### config.mk
export PLATFORM = sky130hd
export DESIGN_NAME = sfx_arbiter_flat
export DESIGN_NICKNAME = d
export VERILOG_FILES = /design/src/rtl/sfx_arbiter_if.sv /design/src/rtl/sfx_arbiter.sv /design/src/flat_wrapper.sv
export SDC_FILE = /design/constraint.sdc
export NUM_CORES = 1
export LEC_CHECK = 0
export CAP_MARGIN = 20
export CORE_MARGIN = 3
export CORE_UTILIZATION = 55
export CTS_CLUSTER_SIZE = 25
export DETAILED_ROUTE_END_ITERATION = 8
export DONT_BUFFER_PORTS = 1
export GPL_TIMING_DRIVEN = 0
export PLACE_DENSITY = 0.8
export SLEW_MARGIN = 20
export SYNTH_ARGS = -nofsm -noshare
export SYNTH_HDL_FRONTEND = slang
export SYNTH_SLANG_ARGS = --single-unit
### constraint.sdc
create_clock -name CLK -period 6.1 [get_ports CLK]
set_input_delay 1.22 -clock CLK [delete_from_list [all_inputs] [get_ports CLK]]
set_output_delay 1.22 -clock CLK [all_outputs]
set_load 0.01 [all_outputs]
### src/rtl/sfx_arbiter_if.sv
// Avalon-MM register port bundle shared by the sound-effect arbiter and its host.
// Latency: none of its own; read data timing is set by the slave.
// Backpressure: none, zero-wait-state bus with no waitrequest.
interface sfx_arbiter_if;
    logic        AVL_READ;
    logic        AVL_WRITE;
    logic        AVL_CS;
    logic [3:0]  AVL_BYTE_EN;
    logic [3:0]  AVL_ADDR;
    logic [31:0] AVL_WRITEDATA;
    logic [31:0] AVL_READDATA;

    modport master (
        output AVL_READ, AVL_WRITE, AVL_CS, AVL_BYTE_EN, AVL_ADDR, AVL_WRITEDATA,
        input  AVL_READDATA
    );

    modport slave (
        input  AVL_READ, AVL_WRITE, AVL_CS, AVL_BYTE_EN, AVL_ADDR, AVL_WRITEDATA,
        output AVL_READDATA
    );
endinterface

### src/rtl/sfx_arbiter.sv
// Four-channel priority sound-effect player: fetches ROM samples, emits one per lrclk frame.
// Latency: read data 1 CLK after select; first sample fetched 3 CLK after SELECT, emitted on next lrclk rise.
// Backpressure: none; lrclk paces output, lrclk rises during a ROM fetch are dropped.
module sfx_arbiter (
    input  logic        CLK,
    input  logic        RESET,
    input  logic        lrclk,
    input  logic [3:0]  req,
    sfx_arbiter_if.slave avl,
    output logic [14:0] rom_addr,
    input  logic [7:0]  rom_q,
    output logic [7:0]  sample_out,
    output logic        sample_strobe,
    output logic        busy
);
    localparam logic [1:0] S_IDLE   = 2'd0;
    localparam logic [1:0] S_SELECT = 2'd1;
    localparam logic [1:0] S_LOAD   = 2'd2;
    localparam logic [1:0] S_WAIT   = 2'd3;

    logic [1:0]  state;
    logic [3:0]  enable;
    logic        mute;
    logic [14:0] base [4];
    logic [14:0] len  [4];
    logic [3:0]  pending;
    logic [1:0]  cur_ch;
    logic [14:0] count;
    logic [14:0] cur_len;
    logic [7:0]  sample_buf;
    logic [3:0]  req_q;
    logic        lrclk_q;
    logic        load_cnt;
    logic        upd;

    logic        wr_en;
    logic        rd_en;
    logic        lr_rise;
    logic        in_bank;
    logic [1:0]  reg_idx;
    logic [3:0]  req_set;
    logic [3:0]  trig_set;
    logic [3:0]  sel_clr;
    logic [1:0]  sel_idx;
    logic [3:0]  le_mask;
    logic [31:0] rd_mux;
    logic        unused_bits;

    assign wr_en   = avl.AVL_CS & avl.AVL_WRITE;
    assign rd_en   = avl.AVL_CS & avl.AVL_READ;
    assign lr_rise = lrclk & ~lrclk_q;
    // BASE/LEN bank lives at word addresses 4..11, two words per channel
    assign in_bank = (avl.AVL_ADDR[3:2] == 2'b01) || (avl.AVL_ADDR[3:2] == 2'b10);
    assign reg_idx = avl.AVL_ADDR[2:1] + 2'd2;
    assign req_set = req & ~req_q & enable;
    assign trig_set = (wr_en && avl.AVL_ADDR == 4'd1 && avl.AVL_BYTE_EN[0])
                      ? avl.AVL_WRITEDATA[3:0] : 4'b0000;
    // busy covers actual playback only; a zero-length select never raises it
    assign busy = (state == S_LOAD) || (state == S_WAIT);
    assign unused_bits = ^{avl.AVL_WRITEDATA[31:15], avl.AVL_BYTE_EN[3:2]};

    function automatic logic [14:0] merge15(input logic [14:0] old, input logic [31:0] wd,
                                            input logic [3:0] be);
        merge15 = {be[1] ? wd[14:8] : old[14:8], be[0] ? wd[7:0] : old[7:0]};
    endfunction

    // Lowest pending index wins; mask of channels at or above current priority
    always_comb begin
        sel_idx = 2'd0;
        if (pending[0])      sel_idx = 2'd0;
        else if (pending[1]) sel_idx = 2'd1;
        else if (pending[2]) sel_idx = 2'd2;
        else if (pending[3]) sel_idx = 2'd3;
        sel_clr = 4'b0000;
        if (state == S_SELECT && pending != 4'b0000) sel_clr[sel_idx] = 1'b1;
        case (cur_ch)
            2'd0:    le_mask = 4'b0001;
            2'd1:    le_mask = 4'b0011;
            2'd2:    le_mask = 4'b0111;
            default: le_mask = 4'b1111;
        endcase
    end

    // Register read mux; unmapped addresses and unused bits read zero
    always_comb begin
        rd_mux = 32'd0;
        case (avl.AVL_ADDR)
            4'd0: begin
                rd_mux[3:0] = enable;
                rd_mux[8]   = mute;
            end
            4'd2: begin
                rd_mux[3:0] = pending;
                rd_mux[5:4] = cur_ch;
                rd_mux[6]   = busy;
            end
            default: begin
                if (in_bank) rd_mux[14:0] = avl.AVL_ADDR[0] ? len[reg_idx] : base[reg_idx];
            end
        endcase
    end

    // Edge-detect history; reset also loads the live inputs so no false edge follows reset
    always_ff @(posedge CLK) begin
        req_q   <= req;
        lrclk_q <= lrclk;
    end

    // CTRL and per-channel BASE/LEN registers, byte-gated writes
    always_ff @(posedge CLK) begin
        if (!RESET) begin
            enable <= 4'b0000;
            mute   <= 1'b0;
            for (int i = 0; i < 4; i++) begin
                base[i] <= 15'd0;
                len[i]  <= 15'd0;
            end
        end else if (wr_en) begin
            if (avl.AVL_ADDR == 4'd0) begin
                if (avl.AVL_BYTE_EN[0]) enable <= avl.AVL_WRITEDATA[3:0];
                if (avl.AVL_BYTE_EN[1]) mute   <= avl.AVL_WRITEDATA[8];
            end else if (in_bank) begin
                if (avl.AVL_ADDR[0])
                    len[reg_idx]  <= merge15(len[reg_idx], avl.AVL_WRITEDATA, avl.AVL_BYTE_EN);
                else
                    base[reg_idx] <= merge15(base[reg_idx], avl.AVL_WRITEDATA, avl.AVL_BYTE_EN);
            end
        end
    end

    // Pending set wins over the selection clear in the same cycle
    always_ff @(posedge CLK) begin
        if (!RESET) pending <= 4'b0000;
        else        pending <= (pending & ~sel_clr) | req_set | trig_set;
    end

    // Registered read data, held between reads
    always_ff @(posedge CLK) begin
        if (!RESET)     avl.AVL_READDATA <= 32'd0;
        else if (rd_en) avl.AVL_READDATA <= rd_mux;
    end

    // Playback FSM; a WAIT strobe is followed by one decision cycle (upd) so the last
    // sample is visible before sample_out is cleared on return to IDLE
    always_ff @(posedge CLK) begin
        if (!RESET) begin
            state         <= S_IDLE;
            cur_ch        <= 2'd0;
            count         <= 15'd0;
            cur_len       <= 15'd0;
            rom_addr      <= 15'd0;
            sample_buf    <= 8'd0;
            sample_out    <= 8'd0;
            sample_strobe <= 1'b0;
            load_cnt      <= 1'b0;
            upd           <= 1'b0;
        end else begin
            sample_strobe <= 1'b0;
            case (state)
                S_IDLE: begin
                    if (pending != 4'b0000) state <= S_SELECT;
                end
                S_SELECT: begin
                    if (pending == 4'b0000 || len[sel_idx] == 15'd0) begin
                        state      <= S_IDLE;
                        sample_out <= 8'd0;
                    end else begin
                        cur_ch   <= sel_idx;
                        rom_addr <= base[sel_idx];
                        cur_len  <= len[sel_idx];
                        count    <= 15'd0;
                        load_cnt <= 1'b0;
                        state    <= S_LOAD;
                    end
                end
                S_LOAD: begin
                    if (load_cnt) begin
                        sample_buf <= rom_q;
                        upd        <= 1'b0;
                        state      <= S_WAIT;
                    end else begin
                        load_cnt <= 1'b1;
                    end
                end
                default: begin
                    if (upd) begin
                        upd <= 1'b0;
                        if (count == cur_len) begin
                            state      <= S_IDLE;
                            sample_out <= 8'd0;
                        end else if ((pending & le_mask) != 4'b0000) begin
                            state <= S_SELECT;
                        end else begin
                            rom_addr <= rom_addr + 15'd1;
                            load_cnt <= 1'b0;
                            state    <= S_LOAD;
                        end
                    end else if (lr_rise) begin
                        sample_out    <= mute ? 8'd0 : sample_buf;
                        sample_strobe <= 1'b1;
                        count         <= count + 15'd1;
                        upd           <= 1'b1;
                    end
                end
            endcase
        end
    end
endmodule

### src/flat_wrapper.sv
// flat-port wrapper written by rule: the top's interface ports become plain ports
module sfx_arbiter_flat 
  (CLK, RESET, lrclk, req, rom_addr, rom_q, sample_out, sample_strobe, busy, avl_AVL_READ, avl_AVL_WRITE, avl_AVL_CS, avl_AVL_BYTE_EN, avl_AVL_ADDR, avl_AVL_WRITEDATA, avl_AVL_READDATA);
  sfx_arbiter_if avl_i ();
  input  logic CLK;
  input  logic RESET;
  input  logic lrclk;
  input  logic [3:0] req;
  output logic [14:0] rom_addr;
  input  logic [7:0] rom_q;
  output logic [7:0] sample_out;
  output logic sample_strobe;
  output logic busy;
  input wire logic [$bits(avl_i.AVL_READ)-1:0] avl_AVL_READ;
  input wire logic [$bits(avl_i.AVL_WRITE)-1:0] avl_AVL_WRITE;
  input wire logic [$bits(avl_i.AVL_CS)-1:0] avl_AVL_CS;
  input wire logic [$bits(avl_i.AVL_BYTE_EN)-1:0] avl_AVL_BYTE_EN;
  input wire logic [$bits(avl_i.AVL_ADDR)-1:0] avl_AVL_ADDR;
  input wire logic [$bits(avl_i.AVL_WRITEDATA)-1:0] avl_AVL_WRITEDATA;
  output wire logic [$bits(avl_i.AVL_READDATA)-1:0] avl_AVL_READDATA;
  assign avl_i.AVL_READ = avl_AVL_READ;
  assign avl_i.AVL_WRITE = avl_AVL_WRITE;
  assign avl_i.AVL_CS = avl_AVL_CS;
  assign avl_i.AVL_BYTE_EN = avl_AVL_BYTE_EN;
  assign avl_i.AVL_ADDR = avl_AVL_ADDR;
  assign avl_i.AVL_WRITEDATA = avl_AVL_WRITEDATA;
  assign avl_AVL_READDATA = avl_i.AVL_READDATA;
  sfx_arbiter u_core (.CLK(CLK), .RESET(RESET), .lrclk(lrclk), .req(req), .avl(avl_i), .rom_addr(rom_addr), .rom_q(rom_q), .sample_out(sample_out), .sample_strobe(sample_strobe), .busy(busy));
endmodule
==> flow_summary.ini <==
[floorplanning]
dieArea_um2 = 22100
die_w_um = 149
placeableCoreArea_um2 = 19700
std_cell_rows = 51
die_h_um = 149
initial_core_util = 0.567
ioPinCount = 115

[place]
detailed_place_hpwl_um = 25200
gp_routability_congestion = 0.952
pre_cts_ws_ns = 0.00513
dpl.cell_count = 1355
port_buffers = 0

[worst_hold_path]
holdPathEnd = u_core.sample_buf[0]
hold_path.startpoint = u_core.sample_buf[0]
timing.hold.worst_path_depth = 2
worst_hold_path_type = reg2reg

[layout]
final_nets = 1181
antenna_cells = 0
area_growth_pct = 11.4
fillerInstances = 1567
final_common_cell = sky130_fd_sc_hd__nor2_1
layout.cells.non_filler = 1399
final_cell_mix = sky130_fd_sc_hd__nor2_1, sky130_fd_sc_hd__edfxtp_1, sky130_fd_sc_hd__dfxtp_1
layout-drive-gt1-share = 0.123

[power_and_ir_drop]
p_comb_frac = 0.159
power_switching_mw = 1.01
seq_power_share = 0.448
total_leakage_power_nw = 4.57
power.density_nw_per_um2 = 294
clkPwrFrac = 0.393
power_switching_share = 0.276
vdd.ir_drop.worst_v = 0.000201
internal-power_mw = 2.65

[timing]
final_min_period_over_clock_period = 0.946
worst-slew-pin-transition_ns = 1.01
max_clock_freq_mhz = 173
clock_skew_ns = 0.0128
rsz0062_at_grt = false
final-max-slew-violation-count = 0
period_minus_slack_ns = 5.77
slew-limit-headroom = 0.328
finalHoldViolations = 0
timing.setup.tns_ns = 0
final.setup.worst_slack_ns = 0.330
finalSetupViolCount = 0

[worst_setup_path]
timing_worst_setup_path_type = in2reg
worst_reg_to_reg_path_cell_count = 9
crit_path_end_kind = flip-flop
timing.critical_path.from_type = input port
rr_startpoint = u_core.pending[3]
data_required_time_at_the_worst_endpoint_ns = 6.24
critical_path_peak_fanout = 15
timing.rr.end = u_core.cur_len[6]
cp.arrival_ns = 5.91
startpoint = avl_AVL_ADDR[2]
worst-r2r-setup-slack_ns = 2.73

[yosys]
syn-instance-count = 1070
synth_async_sr_flop_share = 0
synth_flop_cell = sky130_fd_sc_hd__edfxtp_1
yosysWarningCount = 0
synth_area_um2 = 11200
syn-mean-instance-area_um2 = 10.5
synth_seq_cells = 217
synthDistinctLibCells = 75
synth_sequential_area_ratio = 0.496
synth-edff-count = 120

[clocking]
post_cts.resized_instances = 0
cts_root_buffer = sky130_fd_sc_hd__clkbuf_16
clock-sinks = 217
ctsLongestPathBuffers = 3
numCtsBuffers = 24
cts_tree = done
h-tree-depth = 1
post-cts-setup-buffer-count = 0
clock_latency_ns = 0.52
clk_pin_slew_worst_paths_ns = 0.06
postCtsHoldBufs = 0

[global_route]
grt_pass1_wl_um = 51100
via_count_of_the_first_global_routing_pass = 8669
antenna_found_initial = 0
grt_start_max_net_pins = 16
grt_remaining_overflow = 0
gr-usage-all-layers = 0.302

[drt]
post_drt_wl_per_cell_um = 24.5
ant_nets = 0
detail_route.drc_violations = 0
drt_pre_antenna_iters = 6
overall_via_count_from_detail_route = 9347
detailedRoute.firstIterationViolations = 1471
wirelength_um = 34300
via_density_per_instance = 6.68

[status]
outcome = complete, no violations

[run]
max_cap_viol_count = 0
## flip-flops by register name (all words and copies together) (netlist names)
name                     flops
u_core.avl.AVL_READDATA     15
u_core.base                 60
u_core.count                15
u_core.cur_ch                2
u_core.cur_len              15
u_core.enable                4
u_core.len                  60
u_core.load_cnt              1
u_core.lrclk_q               1
u_core.mute                  1
u_core.pending               4
u_core.req_q                 4
u_core.rom_addr             15
u_core.sample_buf            8
u_core.sample_out            8
u_core.sample_strobe         1
u_core.state                 2
u_core.upd                   1
## power groups by stage
stage | clock [mW] | sequential (mW) | combinational (mW)
3_3_place_gp | 0 | 1.67 | 0.547
2_1_floorplan | 0 | 1.65 | 0.398
5_1_grt | 1.51 | 1.64 | 0.619
4_1_cts | 1.44 | 1.64 | 0.564
3_5_place_dp | 0 | 1.67 | 0.561
6_report | 1.44 | 1.64 | 0.582
## layout make-up
class,instances,area [um^2],area share
Buffer,93,473,0.0380
Clock buffer,31,678,0.0545
Clock inverter,13,110,0.00884
Inverter,15,56.3,0.00452
Multi-Input combinational cell,761,5210,0.418
Sequential cell,217,5550,0.445
Tap cell,265,332,0.0266
Timing Repair Buffer,4,48.8,0.00392
## layer usage
metal,up-vias,GRT usage,share of wire,wire length [um]
li1,4089,-,-,-
met1,4471,0.393,0.36,12400
met2,667,0.469,0.45,15500
met3,118,0.102,0.14,4880
met4,2,0.112,0.043,1490
met5,-,0.0182,0.0014,47
## critical path: stages
cell and delay, ns:
sky130_fd_sc_hd__clkbuf_1 0.54, sky130_fd_sc_hd__clkbuf_1 0.72, sky130_fd_sc_hd__inv_1 0.23, sky130_fd_sc_hd__ha_1 0.35, sky130_fd_sc_hd__clkbuf_1 0.33, sky130_fd_sc_hd__nand4_1 0.31, sky130_fd_sc_hd__or2_2 0.36, sky130_fd_sc_hd__clkbuf_1 0.22
sky130_fd_sc_hd__inv_1 0.16, sky130_fd_sc_hd__nand3_1 0.35, sky130_fd_sc_hd__clkbuf_1 0.42, sky130_fd_sc_hd__nand2_1 0.68
## synth_stat cells, drive strengths merged, types with 8 or more instances
master / number / share of area
nand3: 30 / 0.013
a221o: 18 / 0.016
mux4: 30 / 0.060
buf: 43 / 0.026
a31o: 8 / 0.0063
a41oi: 14 / 0.013
a211oi: 17 / 0.013
inv: 14 / 0.0047
nor2b: 10 / 0.0058
xnor2: 12 / 0.0094
o21ai: 30 / 0.014
dfxtp: 97 / 0.17
mux2i: 55 / 0.049
nor2: 188 / 0.064
a221oi: 25 / 0.020
a21oi: 60 / 0.028
and2: 10 / 0.0056
nand4: 11 / 0.0075
a222oi: 8 / 0.0072
nor3: 19 / 0.0085
a22oi: 8 / 0.0054
nand2: 89 / 0.030
edfxtp: 120 / 0.32
clkbuf: 50 / 0.017
## worst max path at each step
stage,depth (start not counted),slack [ns],end
final,12,0.33,u_core.len[0][11]
after CTS,12,0.45,u_core.len[0][8]
after global placement,8,0.02,u_core.base[2][7]
after floorplan,8,1.49,u_core.base[2][0]
after detailed placement,12,0.005,u_core.len[0][7]
after global routing,12,0.20,u_core.len[0][0]
## per-stage QoR
stage                     hold slack (ns)  power [mW]   util  cell area [um^2]
final                               0.457        3.66  0.632             12500
after global placement              0.441        2.21  0.587             11600
after global routing                0.485        3.77  0.632             12500
after detailed placement            0.448        2.23  0.592             11700
after floorplan                     0.435        2.05      -             11200
after CTS                           0.457        3.64  0.632             12500
## cells by family after synthesis
group	Yosys count	synth area share
buffers and inverters	108	0.0473
DFF	217	0.496
adders and majority gates	7	0.00783
xor gates and xnor gates	17	0.0133
other	1	0.000335
AOI/OAI and AO/OA	235	0.159
and+or+nand+nor	396	0.163
muxes	89	0.114
Power figures use the tool's default switching activity.
